--- config.mk ---
export PLATFORM = sky130hd
export DESIGN_NAME = ms_count_ctrl
export DESIGN_NICKNAME = d
export VERILOG_FILES = /design/src/rtl/ms_count_ctrl.sv
export SDC_FILE = /design/constraint.sdc
export NUM_CORES = 1
export LEC_CHECK = 0
export BUFFER_PORTS_ARGS = -buffer_cell sky130_fd_sc_hd__clkbuf_2
export CAP_MARGIN = 40
export CORE_AREA = 3 3 58 60
export CTS_CLUSTER_SIZE = 28
export DETAILED_ROUTE_END_ITERATION = 8
export DIE_AREA = 0 0 61 63
export PLACE_DENSITY = 0.69
export SYNTH_ARGS = -nofsm -noshare
export SYNTH_HDL_FRONTEND = slang
export SYNTH_SLANG_ARGS = --single-unit
export TNS_END_PERCENT = 5
--- constraint.sdc ---
create_clock -name CLK -period 3.41 [get_ports CLK]
set_input_delay 0 -clock CLK [delete_from_list [all_inputs] [get_ports CLK]]
set_output_delay 0 -clock CLK [all_outputs]
set_load 0.05 [all_outputs]
--- src/rtl/ms_count_ctrl.sv ---
// Run/pause/lap/clear sequencer for the millisecond counter: divides CLK to a
// 1 ms count enable, issues digit clears and controls the display latch.
module ms_count_ctrl #(
  parameter int CLK_HZ  = 100_000_000,
  parameter int TICK_HZ = 1000,
  parameter int WRAP    = 1
) (
  input  logic CLK,
  input  logic RST,
  input  logic start_stop,
  input  logic clear,
  input  logic lap,
  input  logic cnt_tc,
  output logic cnt_en,
  output logic cnt_clr,
  output logic disp_latch_en,
  output logic running,
  output logic ovf
);

  localparam int DIV   = CLK_HZ / TICK_HZ;
  localparam int PSC_W = (DIV > 1) ? $clog2(DIV) : 1;
  localparam logic [PSC_W-1:0] PSC_MAX = PSC_W'(DIV - 1);

  typedef enum logic [2:0] {
    S_IDLE,
    S_RUN,
    S_LAP,
    S_PAUSE,
    S_DONE
  } state_t;

  state_t           state, state_nx;
  logic [PSC_W-1:0] psc, psc_nx;
  logic             ss_p0, clr_p0, lap_p0;
  logic             ev_ss, ev_clr, ev_lap;
  logic             counting, tick;
  logic             en_nx, clr_nx, ovf_nx;

  // History regs reset to 1 so a button held through reset release is not an event
  assign ev_ss    = start_stop & ~ss_p0;
  assign ev_clr   = clear & ~clr_p0;
  assign ev_lap   = lap & ~lap_p0;
  assign counting = (state == S_RUN) || (state == S_LAP);
  assign tick     = counting && (psc == PSC_MAX);

  always_comb begin
    state_nx = state;
    psc_nx   = psc;
    en_nx    = 1'b0;
    clr_nx   = 1'b0;
    ovf_nx   = ovf;

    if (counting) begin
      psc_nx = tick ? '0 : psc + PSC_W'(1);
    end else if (state == S_IDLE || state == S_DONE) begin
      psc_nx = '0;
    end

    en_nx = tick;
    if (tick && cnt_tc) ovf_nx = 1'b1;

    case (state)
      S_IDLE:  if (ev_ss) state_nx = S_RUN;
      S_RUN:   if (ev_ss) state_nx = S_PAUSE;
               else if (ev_lap) state_nx = S_LAP;
      S_LAP:   if (ev_ss) state_nx = S_PAUSE;
               else if (ev_lap) state_nx = S_RUN;
      S_PAUSE: if (ev_ss) state_nx = S_RUN;
      default: state_nx = state;
    endcase

    // Non-wrapping terminal count overrides any button event on the same edge
    if (tick && cnt_tc && (WRAP == 0)) begin
      en_nx    = 1'b0;
      state_nx = S_DONE;
      psc_nx   = '0;
    end

    if (ev_clr) begin
      state_nx = S_IDLE;
      psc_nx   = '0;
      en_nx    = 1'b0;
      clr_nx   = 1'b1;
      ovf_nx   = 1'b0;
    end
  end

  always_ff @(posedge CLK or posedge RST) begin
    if (RST) begin
      state         <= S_IDLE;
      psc           <= '0;
      ss_p0         <= 1'b1;
      clr_p0        <= 1'b1;
      lap_p0        <= 1'b1;
      cnt_en        <= 1'b0;
      cnt_clr       <= 1'b0;
      disp_latch_en <= 1'b1;
      running       <= 1'b0;
      ovf           <= 1'b0;
    end else begin
      state         <= state_nx;
      psc           <= psc_nx;
      ss_p0         <= start_stop;
      clr_p0        <= clear;
      lap_p0        <= lap;
      cnt_en        <= en_nx;
      cnt_clr       <= clr_nx;
      disp_latch_en <= (state_nx != S_LAP);
      running       <= (state_nx == S_RUN) || (state_nx == S_LAP);
      ovf           <= ovf_nx;
    end
  end

endmodule

==> results.sh <==
export IMPL_netlist_top_cells_count="24 x dfrtp_1, 20 x nand2_1, 14 x nor2_1, 13 x a31oi_1, 12 x nand3_1"
export IMPL_clock_sinks=28
export IMPL_grt_ovfl_total=0
export IMPL_max_freq_mhz=433
export IMPL_cts_setup_buffers=0
export IMPL_irDropWorstVdd_mv=0.341
export IMPL_fin_ws_ps=1100
export IMPL_whs_ps=187
export IMPL_ys_types=41
export IMPL_nNetsFinal=179
export IMPL_path_delay_family="simple AND/OR/NAND/NOR gates"
export IMPL_cp_required_ps=3640
export IMPL_yosysSeqAreaShare_pct=49.5
export IMPL_ctsRootBufferMaster="clkbuf_4"
export IMPL_fin_crit_sh_pct=67.7
export IMPL_final_cells=204
export IMPL_slew_viol_final=0
export IMPL_start_kind="flop"
export IMPL_placeableCoreArea_um2=2980
export IMPL_num_rows=20
export IMPL_crit_buf_inv=1
export IMPL_yosys_most_used_dff="dfrtp_1"
export IMPL_detail_route_iter0_violations=46
export IMPL_dieArea_um2=3840
export IMPL_globalplace_congestion=0.916
export IMPL_grt_pass1_vias=1140
export IMPL_path_max_fanout=11
export IMPL_cts_tree="built"
export IMPL_rr_startpoint="psc[0]$_DFFE_PP0P_"
export IMPL_synthToLayoutAreaGrowth_pct=13.3
export IMPL_yosys_area_top_type="dfrtp_1"
export IMPL_rsz0062_at_grt="false"
export IMPL_synth_most_common_cell="dfrtp_1"
export IMPL_antenna_found_initial=0
export IMPL_grt_pass1_wl_um=5210
export IMPL_crit_type="flop to flop"
export IMPL_tightest_slew_ps=636
export IMPL_max_stage_delay_ps=490
export IMPL_grt_max_degree=20
export IMPL_synthCells=155
export IMPL_dpl_cell_count=195
export IMPL_cp_end_kind="flop"
export IMPL_slew_headroom_pct=57.4
export IMPL_die_y_um=63
export IMPL_clk_latency_ps=320
export IMPL_cp_arrival_ps=2540
export IMPL_numCtsBuffers=3
export IMPL_cp_cell_sequence="ha_1, nand4_1, nor4_4, nor2_1, buf_4, a22o_1"
export IMPL_ys_ff_latch=28
export IMPL_final_area_um2=1610
export IMPL_finalClockSkew_ps=2.15
export IMPL_synth_area_um2=1430
export IMPL_setup_violations=0
export IMPL_ys_warnings_count=0
export IMPL_holdCritPathClass="input pin to asynchronous set/reset pin"
export IMPL_clock_path_buffers=2
export IMPL_drcViolationCount=0
export IMPL_ctsHtreeMaxLevel=1
export IMPL_avgRoutedWirePerCell_um=14.3
export IMPL_layout_min_cycle_time_ps=2310
export IMPL_power_leakage_nw=0.673
export IMPL_antenna_diode_count=0
export IMPL_portBuffers=10
export IMPL_fin_tns_setup_ps=0
export IMPL_initial_core_util_pct=47.9
export IMPL_n_fill_cell=280
export IMPL_hold_viol=0
export IMPL_syn_avg_cell_area_um2=9.19
export IMPL_synth_edf_count=0
export IMPL_async_flop_share_pct=100
export IMPL_dp_slack_ps=1170
export IMPL_drtPass1Iterations=4
export IMPL_drive_above_1_share_pct=13.5
export IMPL_clk_pin_slew_worst_paths_ps=140
export IMPL_p_per_area_nw_per_um2=458
export IMPL_wl_um=2920
export IMPL_postRouteAntennaNets=0
export IMPL_synth_nets=162
export IMPL_dieWidth_um=61
export IMPL_cts_hold_buffers=5
export IMPL_cts_resized=0
export IMPL_synthTopCellsByArea="dfrtp_1 42%, dfstp_2 7.4%, a31oi_1 5.7%, nand2_1 5.3%, nand3_1 4.2%"
export IMPL_ioPinCount=11
export IMPL_cap_viol_max_count=0
export IMPL_dpl_hpwl_um=2100
export IMPL_critPathLaunch="psc[0]$_DFFE_PP0P_"
export IMPL_dpl_instance_area_um2=1530
export IMPL_grt_usage_pct=17.4
export IMPL_drt_vias_per_instance=6.00
export IMPL_yosysTopAreaCellShare_pct=42.1
export IMPL_num_vias=1223
export IMPL_status="finished clean"
export IMPL_crit_slowest_cell="nor4_4"
[worst register-to-register path, cell delays in order, from the launching register on]
cell,delay [ps]
dfrtp_1,420
ha_1,250
nand4_1,310
nor4_4,490
nor2_1,270
buf_4,250
a22o_1,240
[layout make-up]
| cell class | count | area, um^2 | area share (%) |
|---|---|---|---|
| flip-flops and latches | 28 | 706 | 43.7 |
| multi-input cells | 114 | 664 | 41.2 |
| repair buffers | 18 | 140 | 8.68 |
| well taps | 33 | 41.3 | 2.56 |
| clock buffers | 4 | 36.3 | 2.25 |
| inverters | 7 | 26.3 | 1.63 |
[per-layer routing]
layer | wire length, um | GRT usage, % | part of all wire (%)
met1 | 1370 | 25.4 | 47
met2 | 1360 | 26.1 | 47
met3 | 171 | 4.34 | 5.9
met4 | 19 | 3.52 | 0.65
met5 | 0 | 0 | 0
[power breakdown]
| group | switching [mW] | internal [mW] | total (mW) |
|---|---|---|---|
| clock network | 0.0932 | 0.0654 | 0.159 |
| registers | 0.0304 | 0.367 | 0.397 |
| logic | 0.119 | 0.0648 | 0.183 |
| total | 0.242 | 0.497 | 0.739 |
[cells in the final DEF (no fill, tap or decap), drive strengths merged, types with 2 or more instances in the layout]
cell and n:
nand4 4, dfstp 4, o221ai 2, nor2 14, a22o 2, nand2 20, or4 3, o21ai 4
a21oi 7, or2 2, nor4 3, inv 7, nor2b 3, clkbuf 14, o211ai 2, nand3 12
nand2b 2, buf 3, dlygate4sd3 5, nor3 4, or3 3, a31oi 13, dfrtp 24
[kinds of logic (layout without fill, tap and decap cells)]
logic type	Yosys count	after routing	share of synthesized area [%]
buffers and inverters	13	29	3.86
AND/OR/NAND/NOR	75	75	27.7
adder cells (fa/ha/maj)	1	1	0.878
XOR/XNOR	2	2	1.23
AO/OA/AOI/OAI	36	36	16.8
flip-flops	28	28	49.5
[sequential cells by signal, summed over array words and instances, names as in the netlist]
name	flops
cnt_clr	1
running	1
cnt_en	1
clr_p0	1
ss_p0	1
lap_p0	1
state	3
disp_latch_en	1
psc	17
ovf	1
[path summary, 6_finish.rpt]
kind	to	slack, ps	depth (start not counted)
min in group CLK	lap_p0$_DFF_PP1_	320	2
max in group asynchronous	psc[5]$_DFFE_PP0P_	2780	4
worst min register to register	psc[16]$_DFFE_PP0P_	500	1
worst min-delay path	cnt_clr$_DFF_PP0_	190	3
worst max register to register	psc[1]$_DFFE_PP0P_	1100	6
worst max-delay path	psc[1]$_DFFE_PP0P_	1100	6
[stage by stage]
step / total power, mW / util (%)
after CTS: 0.745 / 54.2
after floorplan: 0.537 / -
after global placement: 0.570 / 50.2
final: 0.739 / 54.2
after detailed placement: 0.582 / 51.3
after global routing: 0.789 / 54.2
No activity file was read; power rests on OpenSTA's default activity.
